[config.mk]
export PLATFORM = sky130hd
export DESIGN_NAME = pc_sequencer_flat
export DESIGN_NICKNAME = d
export VERILOG_FILES = /design/src/rtl/pc_seq_pkg.sv /design/src/rtl/pc_sequencer_if.sv /design/src/rtl/pc_sequencer_target_table.sv /design/src/rtl/pc_sequencer.sv /design/src/flat_wrapper.sv
export SDC_FILE = /design/constraint.sdc
export NUM_CORES = 1
export LEC_CHECK = 0
export ABC_AREA = 1
export BUFFER_PORTS_ARGS = -buffer_cell sky130_fd_sc_hd__buf_2
export CAP_MARGIN = 20
export CORE_MARGIN = 1.5
export CORE_UTILIZATION = 51
export DETAILED_ROUTE_END_ITERATION = 8
export GPL_TIMING_DRIVEN = 1
export PLACE_DENSITY_LB_ADDON = 0.3
export SETUP_SLACK_MARGIN = 0.15
export SLEW_MARGIN = 20
export SYNTH_ARGS = -nofsm -noshare
export SYNTH_HDL_FRONTEND = slang
export SYNTH_HIERARCHICAL = 1
export SYNTH_SLANG_ARGS = --single-unit
[constraint.sdc]
create_clock -name Clk -period 1.5 [get_ports Clk]
set_input_delay 0.3 -clock Clk [delete_from_list [all_inputs] [get_ports Clk]]
set_output_delay 0.3 -clock Clk [all_outputs]
set_load 0.05 [all_outputs]
[src/rtl/pc_seq_pkg.sv]
// Shared defaults and state encoding for the program-counter sequencer.
// Optional cycle counter is enabled by defining PC_SEQ_CYCLE_CNT_EN.
package pc_seq_pkg;

  localparam int DEF_PC_W  = 10;
  localparam int DEF_IDX_W = 5;
  localparam int DEPTH     = 2 ** DEF_IDX_W;

  typedef enum logic [1:0] {
    IDLE = 2'd0,
    RUN  = 2'd1,
    DONE = 2'd2
  } state_e;

endpackage

[src/rtl/pc_sequencer_if.sv]
// Control/status bundle of pc_sequencer: program control, branch select,
// target-table write port and status outputs.
interface pc_sequencer_if #(
  parameter int PC_W  = 10,
  parameter int IDX_W = 5
) ();

  logic              Start;
  logic              Halt;
  logic              Branch_en;
  logic [IDX_W-1:0]  Lut_idx;
  logic              Tbl_we;
  logic [IDX_W-1:0]  Tbl_waddr;
  logic [PC_W-1:0]   Tbl_wdata;
  logic [PC_W-1:0]   PC;
  logic              Busy;
  logic              Done;
  logic              Err;
  logic [15:0]       Cycle_count;

  modport master (
    output Start, Halt, Branch_en, Lut_idx, Tbl_we, Tbl_waddr, Tbl_wdata,
    input  PC, Busy, Done, Err, Cycle_count
  );

  modport slave (
    input  Start, Halt, Branch_en, Lut_idx, Tbl_we, Tbl_waddr, Tbl_wdata,
    output PC, Busy, Done, Err, Cycle_count
  );

endinterface

[src/rtl/pc_sequencer_target_table.sv]
// Branch-target table: register file with one synchronous write port and
// one combinational read port; a same-cycle write is seen only next cycle.
module target_table #(
  parameter int PC_W  = 10,
  parameter int IDX_W = 5
) (
  input  logic             clk,
  input  logic             srst,
  input  logic             we,
  input  logic [IDX_W-1:0] waddr,
  input  logic [PC_W-1:0]  wdata,
  input  logic [IDX_W-1:0] raddr,
  output logic [PC_W-1:0]  rdata
);

  localparam int DEPTH = 2 ** IDX_W;

  logic [PC_W-1:0] mem_q [DEPTH];
  logic [PC_W-1:0] mem_d [DEPTH];

  always_comb begin
    mem_d = mem_q;
    if (we) begin
      mem_d[waddr] = wdata;
    end
  end

  always_ff @(posedge clk) begin
    if (srst) begin
      for (int i = 0; i < DEPTH; i++) begin
        mem_q[i] <= '0;
      end
    end else begin
      mem_q <= mem_d;
    end
  end

  assign rdata = mem_q[raddr];

endmodule

[src/rtl/pc_sequencer.sv]
// Program-counter sequencer: IDLE/RUN/DONE control with table-driven branches.
// Define PC_SEQ_CYCLE_CNT_EN to build the saturating RUN-cycle counter.
module pc_sequencer
  import pc_seq_pkg::*;
#(
  parameter int PC_W  = DEF_PC_W,
  parameter int IDX_W = DEF_IDX_W
) (
  input  logic         Clk,
  input  logic         Reset,
  pc_sequencer_if.slave bus
);

  state_e          state_q, state_d;
  logic [PC_W-1:0] pc_q, pc_d;
  logic            err_q, err_d;
  logic [PC_W-1:0] tbl_rdata;
  logic            tbl_we;

  // Writes during RUN are dropped so a branch never sees a table in flux.
  assign tbl_we = bus.Tbl_we && (state_q != RUN);

  target_table #(
    .PC_W  (PC_W),
    .IDX_W (IDX_W)
  ) u_table (
    .clk   (Clk),
    .srst  (Reset),
    .we    (tbl_we),
    .waddr (bus.Tbl_waddr),
    .wdata (bus.Tbl_wdata),
    .raddr (bus.Lut_idx),
    .rdata (tbl_rdata)
  );

  always_ff @(posedge Clk) begin
    if (Reset) begin
      state_q <= IDLE;
      pc_q    <= '0;
      err_q   <= 1'b0;
    end else begin
      state_q <= state_d;
      pc_q    <= pc_d;
      err_q   <= err_d;
    end
  end

  always_comb begin
    state_d = state_q;
    case (state_q)
      IDLE:    if (bus.Start) state_d = RUN;
      RUN:     if (bus.Halt)  state_d = DONE;
      DONE:    state_d = IDLE;
      default: state_d = IDLE;
    endcase
  end

  // Halt outranks Branch_en; the increment wraps naturally at 2**PC_W.
  always_comb begin
    pc_d  = pc_q;
    err_d = err_q;
    case (state_q)
      IDLE: begin
        pc_d = '0;
        if (bus.Start) err_d = 1'b0;
      end
      RUN: begin
        if (!bus.Halt) begin
          pc_d = bus.Branch_en ? tbl_rdata : pc_q + 1'b1;
        end
        if (bus.Tbl_we) err_d = 1'b1;
      end
      default: pc_d = '0;
    endcase
  end

  always_comb begin
    bus.PC   = pc_q;
    bus.Busy = (state_q == RUN);
    bus.Done = (state_q == DONE);
    bus.Err  = err_q;
  end

`ifdef PC_SEQ_CYCLE_CNT_EN
  logic [15:0] cyc_q, cyc_d;

  always_comb begin
    cyc_d = cyc_q;
    if (state_q == IDLE && bus.Start) begin
      cyc_d = '0;
    end else if (state_q == RUN && cyc_q != 16'hFFFF) begin
      cyc_d = cyc_q + 16'd1;
    end
  end

  always_ff @(posedge Clk) begin
    if (Reset) cyc_q <= '0;
    else       cyc_q <= cyc_d;
  end

  assign bus.Cycle_count = cyc_q;
`else
  assign bus.Cycle_count = '0;
`endif

endmodule

[src/flat_wrapper.sv]
// flat-port wrapper written by rule: the top's interface ports become plain ports
module pc_sequencer_flat import pc_seq_pkg::*;
#(
  parameter int PC_W  = DEF_PC_W,
  parameter int IDX_W = DEF_IDX_W
)
  (Clk, Reset, bus_Start, bus_Halt, bus_Branch_en, bus_Lut_idx, bus_Tbl_we, bus_Tbl_waddr, bus_Tbl_wdata, bus_PC, bus_Busy, bus_Done, bus_Err, bus_Cycle_count);
  pc_sequencer_if #(.PC_W(PC_W), .IDX_W(IDX_W)) bus_i ();
  input  logic Clk;
  input  logic Reset;
  input wire logic [$bits(bus_i.Start)-1:0] bus_Start;
  input wire logic [$bits(bus_i.Halt)-1:0] bus_Halt;
  input wire logic [$bits(bus_i.Branch_en)-1:0] bus_Branch_en;
  input wire logic [$bits(bus_i.Lut_idx)-1:0] bus_Lut_idx;
  input wire logic [$bits(bus_i.Tbl_we)-1:0] bus_Tbl_we;
  input wire logic [$bits(bus_i.Tbl_waddr)-1:0] bus_Tbl_waddr;
  input wire logic [$bits(bus_i.Tbl_wdata)-1:0] bus_Tbl_wdata;
  output wire logic [$bits(bus_i.PC)-1:0] bus_PC;
  output wire logic [$bits(bus_i.Busy)-1:0] bus_Busy;
  output wire logic [$bits(bus_i.Done)-1:0] bus_Done;
  output wire logic [$bits(bus_i.Err)-1:0] bus_Err;
  output wire logic [$bits(bus_i.Cycle_count)-1:0] bus_Cycle_count;
  assign bus_i.Start = bus_Start;
  assign bus_i.Halt = bus_Halt;
  assign bus_i.Branch_en = bus_Branch_en;
  assign bus_i.Lut_idx = bus_Lut_idx;
  assign bus_i.Tbl_we = bus_Tbl_we;
  assign bus_i.Tbl_waddr = bus_Tbl_waddr;
  assign bus_i.Tbl_wdata = bus_Tbl_wdata;
  assign bus_PC = bus_i.PC;
  assign bus_Busy = bus_i.Busy;
  assign bus_Done = bus_i.Done;
  assign bus_Err = bus_i.Err;
  assign bus_Cycle_count = bus_i.Cycle_count;
  pc_sequencer #(.PC_W(PC_W), .IDX_W(IDX_W)) u_core (.Clk(Clk), .Reset(Reset), .bus(bus_i));
endmodule
==> results of run 1 <==
[power by group]
part	internal, mW	switching, mW
registers	8.90	0.0518
logic	0.612	1.43
clock network	6.06	3.75
[sequential cells by signal, summed over array words and instances (netlist names)]
| register | count |
|---|---|
| u_core/bus.Err | 1 |
| u_core/bus.PC | 10 |
| u_core/state_q | 2 |
| u_core/u_table/mem_q | 320 |
[cell type report]
| cell class | count | share of cell area (%) |
|---|---|---|
| multi-input cells | 1799 | 44.65 |
| repair inverters | 7 | 0.3278 |
| well taps | 390 | 2.367 |
| clock buffers | 52 | 5.409 |
| flip-flops and latches | 333 | 32.46 |
| clock inverters | 14 | 1.008 |
| inverters | 62 | 1.609 |
| repair buffers | 229 | 12.17 |
[synth_stat cells]
master	count
nor2_8	2
inv_1	23
o21ai_1	2
buf_4	17
nand4_1	3
nand2_4	1
ha_1	1
nor3_1	10
nor2_1	69
o21ai_2	1
inv_2	5
nor2_4	1
inv_4	1
o21bai_1	1
nand2_1	1106
buf_6	12
a21oi_1	311
conb_1	1
clkinv_1	33
o22ai_1	1
dfxtp_1	333
buf_1	5
clkbuf_1	83
o211ai_1	2
buf_8	1
mux2i_1	1
buf_2	63
o21ai_0	6
nand3_1	265
[kinds of logic after synthesis]
group / Yosys count
AO/OA/AOI/OAI: 324
adder cells (fa/ha/maj): 1
buffers and inverters: 243
flip-flops: 333
multiplexers: 1
other: 1
AND/OR/NAND/NOR: 1457
[worst min-delay path, stage by stage]
cell,delay [ps]
buf_2,100
nand3_1,100
o21ai_0,90
[metal layers]
metal	global-route usage, %	wire length (um)	vias up
li1	-	-	7749
met1	41.65	21270	7888
met2	55.11	25910	939
met3	3.876	4277	235
met4	18.01	3265	0
met5	0	0	-
[path summary, 6_finish.rpt]
| check | from | end | slack (ps) | cells after the start |
|---|---|---|---|---|
| setup / recovery | u_core/state_q[0] | u_core/u_table/mem_q[226] | -150 | 10 |
| hold / removal | bus_Start | u_core/state_q[0] | 110 | 3 |
| setup reg to reg | u_core/state_q[0] | u_core/u_table/mem_q[226] | -150 | 10 |
| hold reg to reg | u_core/u_table/mem_q[165] | u_core/u_table/mem_q[165] | 460 | 2 |
[through the flow]
step | instance area (um2) | cells
floorplan | 15610 | 2375
global placement | 16660 | 2759
detailed placement | 16660 | 2759
CTS | 18980 | 2853
global route | 20610 | 2886
finish | 20610 | 2886
[what timing repair did]
item | in CTS | in global routing
setup endpoints to repair | 336 | 341
pin swaps | 62 | 57
buffers inserted | 13 | 8
hold buffers | 1 | 0
hold endpoints to repair | 4 | 0
gates cloned | 14 | 25
gates resized for setup | 256 | 432
==> results_dict.tcl, run 1 <==
set metrics [dict create \
    synth_area_per_cell_um2 6.506 \
    skew_ps 10.55 \
    crit_type "reg2reg" \
    tightest_slew_ps 776.8 \
    power_mw 20.80 \
    fp.dieH_um 176.5 \
    route.detailed.drc 0 \
    arrival_ps 2100 \
    path_max_fanout 8 \
    antenna_found_initial 0 \
    end_kind "flip-flop" \
    ir_drop_uv 800.1 \
    max_freq_ghz 0.6062 \
    final_core_utilization_pct 69.55 \
    start_util_pct 51.80 \
    cp-start-kind "flip-flop" \
    worst_slack_ps -149.6 \
    synth-seq-cells 333 \
    final_common_cell "nand2_1" \
    grt_max_degree 110 \
    cts_max_level 2 \
    nFillCells 2281 \
    post_synth_num_cell_types 29 \
    antenna_cells 0 \
    clockBufferDepth 3 \
    setup_viol 323 \
    dp_hpwl_mm 31.32 \
    final_cell_mix "nand2_1, dfxtp_1, nand3_1" \
    crit_required_ps 1950 \
    crit_path_max_incr_delay_ps 330 \
    multiInputGateArea_um2 9204 \
    cts_tree "done" \
    min_path_type "in2reg" \
    slew_viol_final 0 \
    yosysSeqAreaShare_pct 43.42 \
    core-area_um2 29640 \
    synth_top_area_share_pct 43.42 \
    hold_viol 0 \
    area_growth_pct 34.25 \
    layout-drive-gt1-share_pct 28.69 \
    grt_pass1_wl_mm 81.81 \
    numCtsBuffers 37 \
    place_congestion 0.9389 \
    die_area_um2 31150 \
    io_pins 55 \
    synth_top_family_by_area "simple AND/OR/NAND/NOR gates" \
    clk_latency_ps 530 \
    synth_mux_area_share_pct 0.06519 \
    layout_worst_path_cycle_share_pct 110.0 \
    cap_viol_max_count 0 \
    cp_num_buf_inv 4 \
    leakage_nw 7.324 \
    synthTopCellsByArea "dfxtp_1, nand2_1, a21oi_1" \
    rsz0062_at_grt "true" \
    slew_headroom_pct 48.21 \
    drt_iter0_drc 1939 \
    timing.setup.tns_ps -25670 \
    seq_area_um2 6690 \
    yosys.area_share.simple_pct 38.22 \
    firstDrtPassIters 6 \
    vias 16811 \
    p_per_area_nw_per_um2 1009 \
    grt_pass1_vias 15677 \
    path_common_cell "nor2_4" \
    cp_cell_sequence "inv_2 > nor2_4 > nor2_4 > buf_6 > nand3_4 > buf_12 > nor2_4 > buf_6 > nand2_1 > a21oi_1" \
    synth-adder-area-share_pct 0.08149 \
    whs_ps 113.9 \
    routed_wl_mm 54.73 \
    via_per_inst 5.825 \
    crit_family "buffers and inverters" \
    fin_nets 2496 \
    netlist_area_um2 15350 \
    crit_slowest_cell "dfxtp_2" \
    status "complete, but fails checks" \
    root_buffer "clkbuf_16" \
    wl_per_cell_um 18.96 \
    synth_compound_area_share_pct 10.64 \
    clk_pin_slew_ps 60 \
    fp.dieW_um 176.5 \
    min_period_ps 1650 \
    yosys_warnings 6 \
    grt.total_usage_pct 33.05 \
    synth-xor-area-share_pct 0 \
    portBuffers 38 \
    num_rows 63 \
    ant_nets 0 \
    cts.sinks 333 \
    synth.largest_area_cell "dfxtp_1" \
    synthCells 2360 \
    grt-ovfl-total 0 \
    violations "setup timing" \
    place_ws_ps -362.6 \
]
No activity file was read; power rests on OpenSTA's default activity.
==> run 2: changes to the inputs <==
--- a/config.mk
+++ b/config.mk
@@ -5,7 +5,6 @@
 export SDC_FILE = /design/constraint.sdc
 export NUM_CORES = 1
 export LEC_CHECK = 0
-export ABC_AREA = 1
 export BUFFER_PORTS_ARGS = -buffer_cell sky130_fd_sc_hd__buf_2
 export CAP_MARGIN = 20
 export CORE_MARGIN = 1.5
==> results_dict.tcl, run 2 <==
set metrics [dict create \
    post_synth_num_cell_types 46 \
    p_int_mw 14.64 \
    numCtsBuffers 37 \
    via_per_inst 5.943 \
    tightest_slew_ps 519.7 \
    dp_hpwl_mm 27.77 \
    clk_pin_slew_ps 60 \
    vias 12784 \
    final_common_cell "mux2i_1" \
    portBuffers 38 \
    synth_common_cells "mux2i_1, dfxtp_1, nor2_1" \
    end_kind "flip-flop" \
    p_sw_mw 4.855 \
    fp.dieW_um 176.4 \
    wl_per_cell_um 21.48 \
    fin_nets 1772 \
    cts.sinks 333 \
    async_flop_share_pct 0 \
    comb_power_share_pct 11.6 \
    arrival_ps 2450 \
    ant_nets 0 \
    core-area_um2 29640 \
    final_cell_mix "mux2i_1, dfxtp_1, nor2_1" \
    grt_pass1_wl_mm 68.76 \
    die_area_um2 31120 \
    setup_viol 328 \
    synth-seq-cells 333 \
    firstDrtPassIters 6 \
    synth_area_per_cell_um2 9.460 \
    antenna_cells 0 \
    largest_reg_flops 320 \
    synthTopCellsByArea "dfxtp_1, mux2i_1, nor2_1" \
    grt_max_degree 101 \
    yosys_warnings 6 \
    crit_type "reg2reg" \
    p_clk_share_pct 42.6 \
    place_ws_ps -621.8 \
    area_growth_pct 29.50 \
    drt_iter0_drc 1151 \
    synth.largest_area_cell "dfxtp_1" \
    min_path_type "in2reg" \
    ir_drop_uv 1185 \
    layout-drive-gt1-share_pct 26.75 \
    num_rows 63 \
    worst_slack_ps -566.0 \
    root_buffer "clkbuf_16" \
    ys.flop_type "dfxtp_1" \
    p_per_area_nw_per_um2 981.8 \
    synth_top_area_share_pct 43.47 \
    path_max_fanout 8 \
    cts_max_level 2 \
    layout_worst_path_cycle_share_pct 137.7 \
    cp-start-kind "flip-flop" \
    crit_required_ps 1890 \
    grt.total_usage_pct 28.38 \
    status "complete, but fails checks" \
    leakage_nw 8.086 \
    synth_edf_count 0 \
    swShare_pct 24.90 \
    routed_wl_mm 46.20 \
    synthCells 1621 \
    clk_latency_ps 520 \
    fp.dieH_um 176.4 \
    yosysSeqAreaShare_pct 43.47 \
    cap_viol_max_count 0 \
    seqPwrFrac_pct 45.8 \
    grt-ovfl-total 0 \
    slew_viol_final 0 \
    netlist_area_um2 15330 \
    skew_ps 12.29 \
    start_util_pct 51.74 \
    nFillCells 2227 \
    route.detailed.drc 0 \
    min_period_ps 2066 \
    hold_viol 0 \
    hold_buffers 0 \
    cts_tree "done" \
    clockBufferDepth 3 \
    io_pins 55 \
    violations "setup timing" \
    top_register "u_core/u_table/mem_q" \
    antenna_found_initial 0 \
    timing.setup.tns_ps -125380 \
    max_freq_ghz 0.4840 \
    slew_headroom_pct 65.35 \
    grt_pass1_vias 12099 \
    place_congestion 0.9188 \
    yosysMostFrequentCell "mux2i_1" \
    rsz0062_at_grt "true" \
]
run 2: cell types whose count changed in the layout (fill, tap and decap cells not counted), moves of 23 or more:
cell     change
buf_12      +23
buf_6       -69
nand3_1    -214
buf_4       +30
nand2_4     -64
nand3_2     +26
nand2_2    -122
a21oi_1    -125
mux2i_1    +401
a21oi_2    -101
nor2_1     +232
a22oi_1     +40
nand2_1    -829
run 2: routing by layer:
layer | wire, um | vias to the layer above | global-route usage [%]
met5 | 0 | - | 0
met4 | 1680 | 0 | 11.48
met3 | 3133 | 105 | 4.393
met2 | 21830 | 535 | 45.70
met1 | 19560 | 6248 | 38.09
li1 | - | 5896 | -
run 2: stage by stage:
step	instances	utilization, %	hold slack, ps	total power [mW]	area (um2)
6_report	2151	67.00	147.8	19.50	19860
4_1_cts	2120	63.21	140.5	19.34	18730
3_3_place_gp	2047	58.01	441.8	11.00	17190
5_1_grt	2151	67.00	172.7	20.06	19860
3_5_place_dp	2047	58.01	446.5	11.02	17190
2_1_floorplan	1636	-	368.4	10.33	15760
run 2: layout make-up:
cell class | count | area [um2] | share of cell area [%]
timing repair buffer | 213 | 2585 | 13.02
sequential | 333 | 6729 | 33.88
clock inverter | 2 | 35.03 | 0.1764
tap | 390 | 488.0 | 2.457
clock buffer | 53 | 1026 | 5.166
multi-input combinational | 1158 | 8989 | 45.26
inverter | 2 | 7.507 | 0.03780
run 2: worst paths after layout:
check                                          startpoint                         to  slack, ps  cells after the start
worst min-delay path                            bus_Start          u_core/state_q[0]        150                      4
worst max register to register          u_core/state_q[0]  u_core/u_table/mem_q[110]       -570                      8
worst max-delay path                    u_core/state_q[0]  u_core/u_table/mem_q[110]       -570                      8
worst min register to register  u_core/u_table/mem_q[225]  u_core/u_table/mem_q[225]        450                      2
run 2: kinds of logic after synthesis:
group                    after synthesis  synth area share, %
multiplexers                         422                27.55
flip-flops                           333                43.47
AO/OA/AOI/OAI                        179                7.335
adder cells (fa/ha/maj)                1              0.08158
buffers and inverters                154                5.059
AND/OR/NAND/NOR                      531                16.47
other                                  1              0.02445
run 2: critical path, cell delays in order, from the launching register on:
cell     delay, ps
dfxtp_2        320
nor2b_4        130
nor2b_4        280
or3b_4         440
buf_12         180
nor2_4         200
buf_4          170
mux2i_1        170
nor2_1          50
run 2: power groups by stage:
stage	Sequential, mW	Clock, mW	Combinational (mW)
floorplan	9.15	0	1.19
global placement	9.13	0	1.87
detailed placement	9.14	0	1.88
CTS	8.94	8.40	1.99
global route	8.93	8.79	2.34
finish	8.93	8.30	2.26
run 2: what timing repair did:
action / 4_1_cts / 5_1_grt
setup buffers: 6 / 26
endpoints found under the setup margin: 343 / 343
gates resized for setup: 51 / 209
pin swaps: 37 / 73
hold endpoints to repair: 0 / 0
cloned: 12 / 5
==> run 3: changes to the inputs <==
--- a/config.mk
+++ b/config.mk
@@ -11,7 +11,7 @@
 export CORE_UTILIZATION = 51
 export DETAILED_ROUTE_END_ITERATION = 8
 export GPL_TIMING_DRIVEN = 1
-export PLACE_DENSITY_LB_ADDON = 0.3
+export PLACE_DENSITY = 0.7
 export SETUP_SLACK_MARGIN = 0.15
 export SLEW_MARGIN = 20
 export SYNTH_ARGS = -nofsm -noshare
==> results_dict.tcl, run 3 (synthesis results as in run 2) <==
set metrics [dict create \
    largest_reg_flops 320 \
    r2r_cells 7 \
    clk_pin_slew_ps 60 \
    final_common_cell "mux2i_1" \
    start_util_pct 51.74 \
    fin_nets 1738 \
    clockBufferDepth 3 \
    die_area_um2 31120 \
    arrival_ps 2300 \
    path_common_cell "nor2b_4" \
    hold_viol 0 \
    min_path_type "in2reg" \
    routed_wl_mm 42.86 \
    comb_power_share_pct 10.2 \
    p_clk_share_pct 45.6 \
    grt_pass1_vias 11971 \
    ant_nets 0 \
    skew_ps 15.72 \
    seqPwrFrac_pct 44.2 \
    p_per_area_nw_per_um2 1055 \
    top_register "u_core/u_table/mem_q" \
    layout-drive-gt1-share_pct 21.28 \
    min_period_ps 1917 \
    slew_viol_final 0 \
    r2r_slack_ps -420 \
    nFillCells 2370 \
    antenna_cells 0 \
    place_congestion 0.8718 \
    whs_endpoint "u_core/state_q[0]" \
    cp-start-kind "flip-flop" \
    firstDrtPassIters 5 \
    status "complete, but fails checks" \
    tightest_slew_ps 569.4 \
    dp_hpwl_mm 27.43 \
    grt-ovfl-total 0 \
    cts.sinks 333 \
    fp.dieH_um 176.4 \
    crit_path_max_incr_delay_ps 430 \
    crit_required_ps 1880 \
    portBuffers 38 \
    r2r_start "u_core/state_q[0]" \
    antenna_found_initial 0 \
    power_mw 20.18 \
    num_rows 63 \
    route.detailed.drc 0 \
    p_int_mw 15.33 \
    cp_cell_sequence "nor2b_4 > nor2b_4 > or3b_4 > buf_12 > nor2_4 > mux2i_1 > nor2_1" \
    r2r_end "u_core/u_table/mem_q[76]" \
    p_sw_mw 4.854 \
    grt.total_usage_pct 27.48 \
    cap_viol_max_count 0 \
    drt_iter0_drc 1132 \
    numCtsBuffers 36 \
    core-area_um2 29640 \
    area_growth_pct 24.78 \
    hp-start "bus_Start" \
    crit_type "reg2reg" \
    root_buffer "clkbuf_16" \
    hold_buffers 0 \
    swShare_pct 24.05 \
    clk_latency_ps 520 \
    via_per_inst 5.789 \
    path_max_fanout 8 \
    grt_max_degree 122 \
    vias 12296 \
    slew_headroom_pct 62.04 \
    layout_worst_path_cycle_share_pct 127.8 \
    setup_viol 325 \
    cts_max_level 2 \
    io_pins 55 \
    ir_drop_uv 776.4 \
    crit_slowest_cell "or3b_4" \
    place_ws_ps -544.0 \
    max_freq_ghz 0.5216 \
    rsz0062_at_grt "true" \
    end_kind "flip-flop" \
    final_cell_mix "mux2i_1, dfxtp_1, nor2_1" \
    leakage_nw 7.975 \
    violations "setup timing" \
    cts_tree "done" \
    worst_slack_ps -417.1 \
    grt_pass1_wl_mm 66.75 \
    fp.dieW_um 176.4 \
    hold_depth 4 \
    wl_per_cell_um 20.18 \
]
## run 3: cell count changes in the layout (fill, tap and decap cells not counted), sizes merged
cell and delta:
buf -28, clkbuf -10, clkinv +6, bufinv +4, nand2 -2, bufbuf +1, clkinvlp +1, nor2 +1
## run 3: worst max path at each step
stage	start	to	slack, ps	cells past startpoint
floorplan	u_core/state_q[0]	u_core/u_table/mem_q[119]	-270	7
global placement	bus_Lut_idx[1]	u_core/bus.PC[9]	-560	10
detailed placement	bus_Lut_idx[2]	u_core/bus.PC[2]	-540	10
CTS	u_core/state_q[0]	u_core/u_table/mem_q[73]	-370	7
global route	u_core/state_q[0]	u_core/u_table/mem_q[67]	-470	8
finish	u_core/state_q[0]	u_core/u_table/mem_q[76]	-420	7
## run 3: power groups by stage
stage	combinational [mW]	clock, mW	sequential [mW]
2_1_floorplan	1.19	0	9.15
3_3_place_gp	1.87	0	9.13
3_5_place_dp	1.88	0	9.14
4_1_cts	1.96	9.34	8.94
5_1_grt	2.14	9.70	8.93
6_report	2.05	9.21	8.93
## run 3: timing repair
action	4_1_cts	5_1_grt
gates cloned	9	0
pin swaps	27	34
resized for setup	46	92
buffers inserted	12	2
setup endpoints to repair	343	342
endpoints found under the hold margin	0	0
## run 3: through the flow
stage / TNS [ps] / hold slack [ps] / std cells / area [um2] / util, %
2_1_floorplan: -41990 / 368.4 / 1636 / 15760 / -
3_3_place_gp: -61360 / 441.0 / 2040 / 17190 / 58.01
3_5_place_dp: -71380 / 445.6 / 2040 / 17190 / 58.01
4_1_cts: -72390 / 143.5 / 2122 / 18790 / 63.40
5_1_grt: -103320 / 150.1 / 2124 / 19130 / 64.56
6_report: -78860 / 154.4 / 2124 / 19130 / 64.56
## run 3: final cells by class
cell class / instances / area (um2) / area share [%]
clock buffer: 48 / 1027 / 5.368
multi-input combinational: 1157 / 8547 / 44.67
inverter: 2 / 7.507 / 0.03923
tap: 390 / 488.0 / 2.550
timing repair buffer: 181 / 2158 / 11.28
clock inverter: 13 / 192.7 / 1.007
sequential: 333 / 6714 / 35.09
## run 3: critical path, delay by kind of cell (launching register included)
kind | cells | cell delay [ps]
buffers and inverters | 1 | 180
multiplexers | 1 | 230
AND/OR/NAND/NOR | 5 | 1060
flip-flops | 1 | 320
## run 3: routing by layer
layer  track usage (%)  wire, um
met1             37.58     18900
met2             44.54     20160
met3             3.962      2591
met4             9.145      1202
met5                 0         0
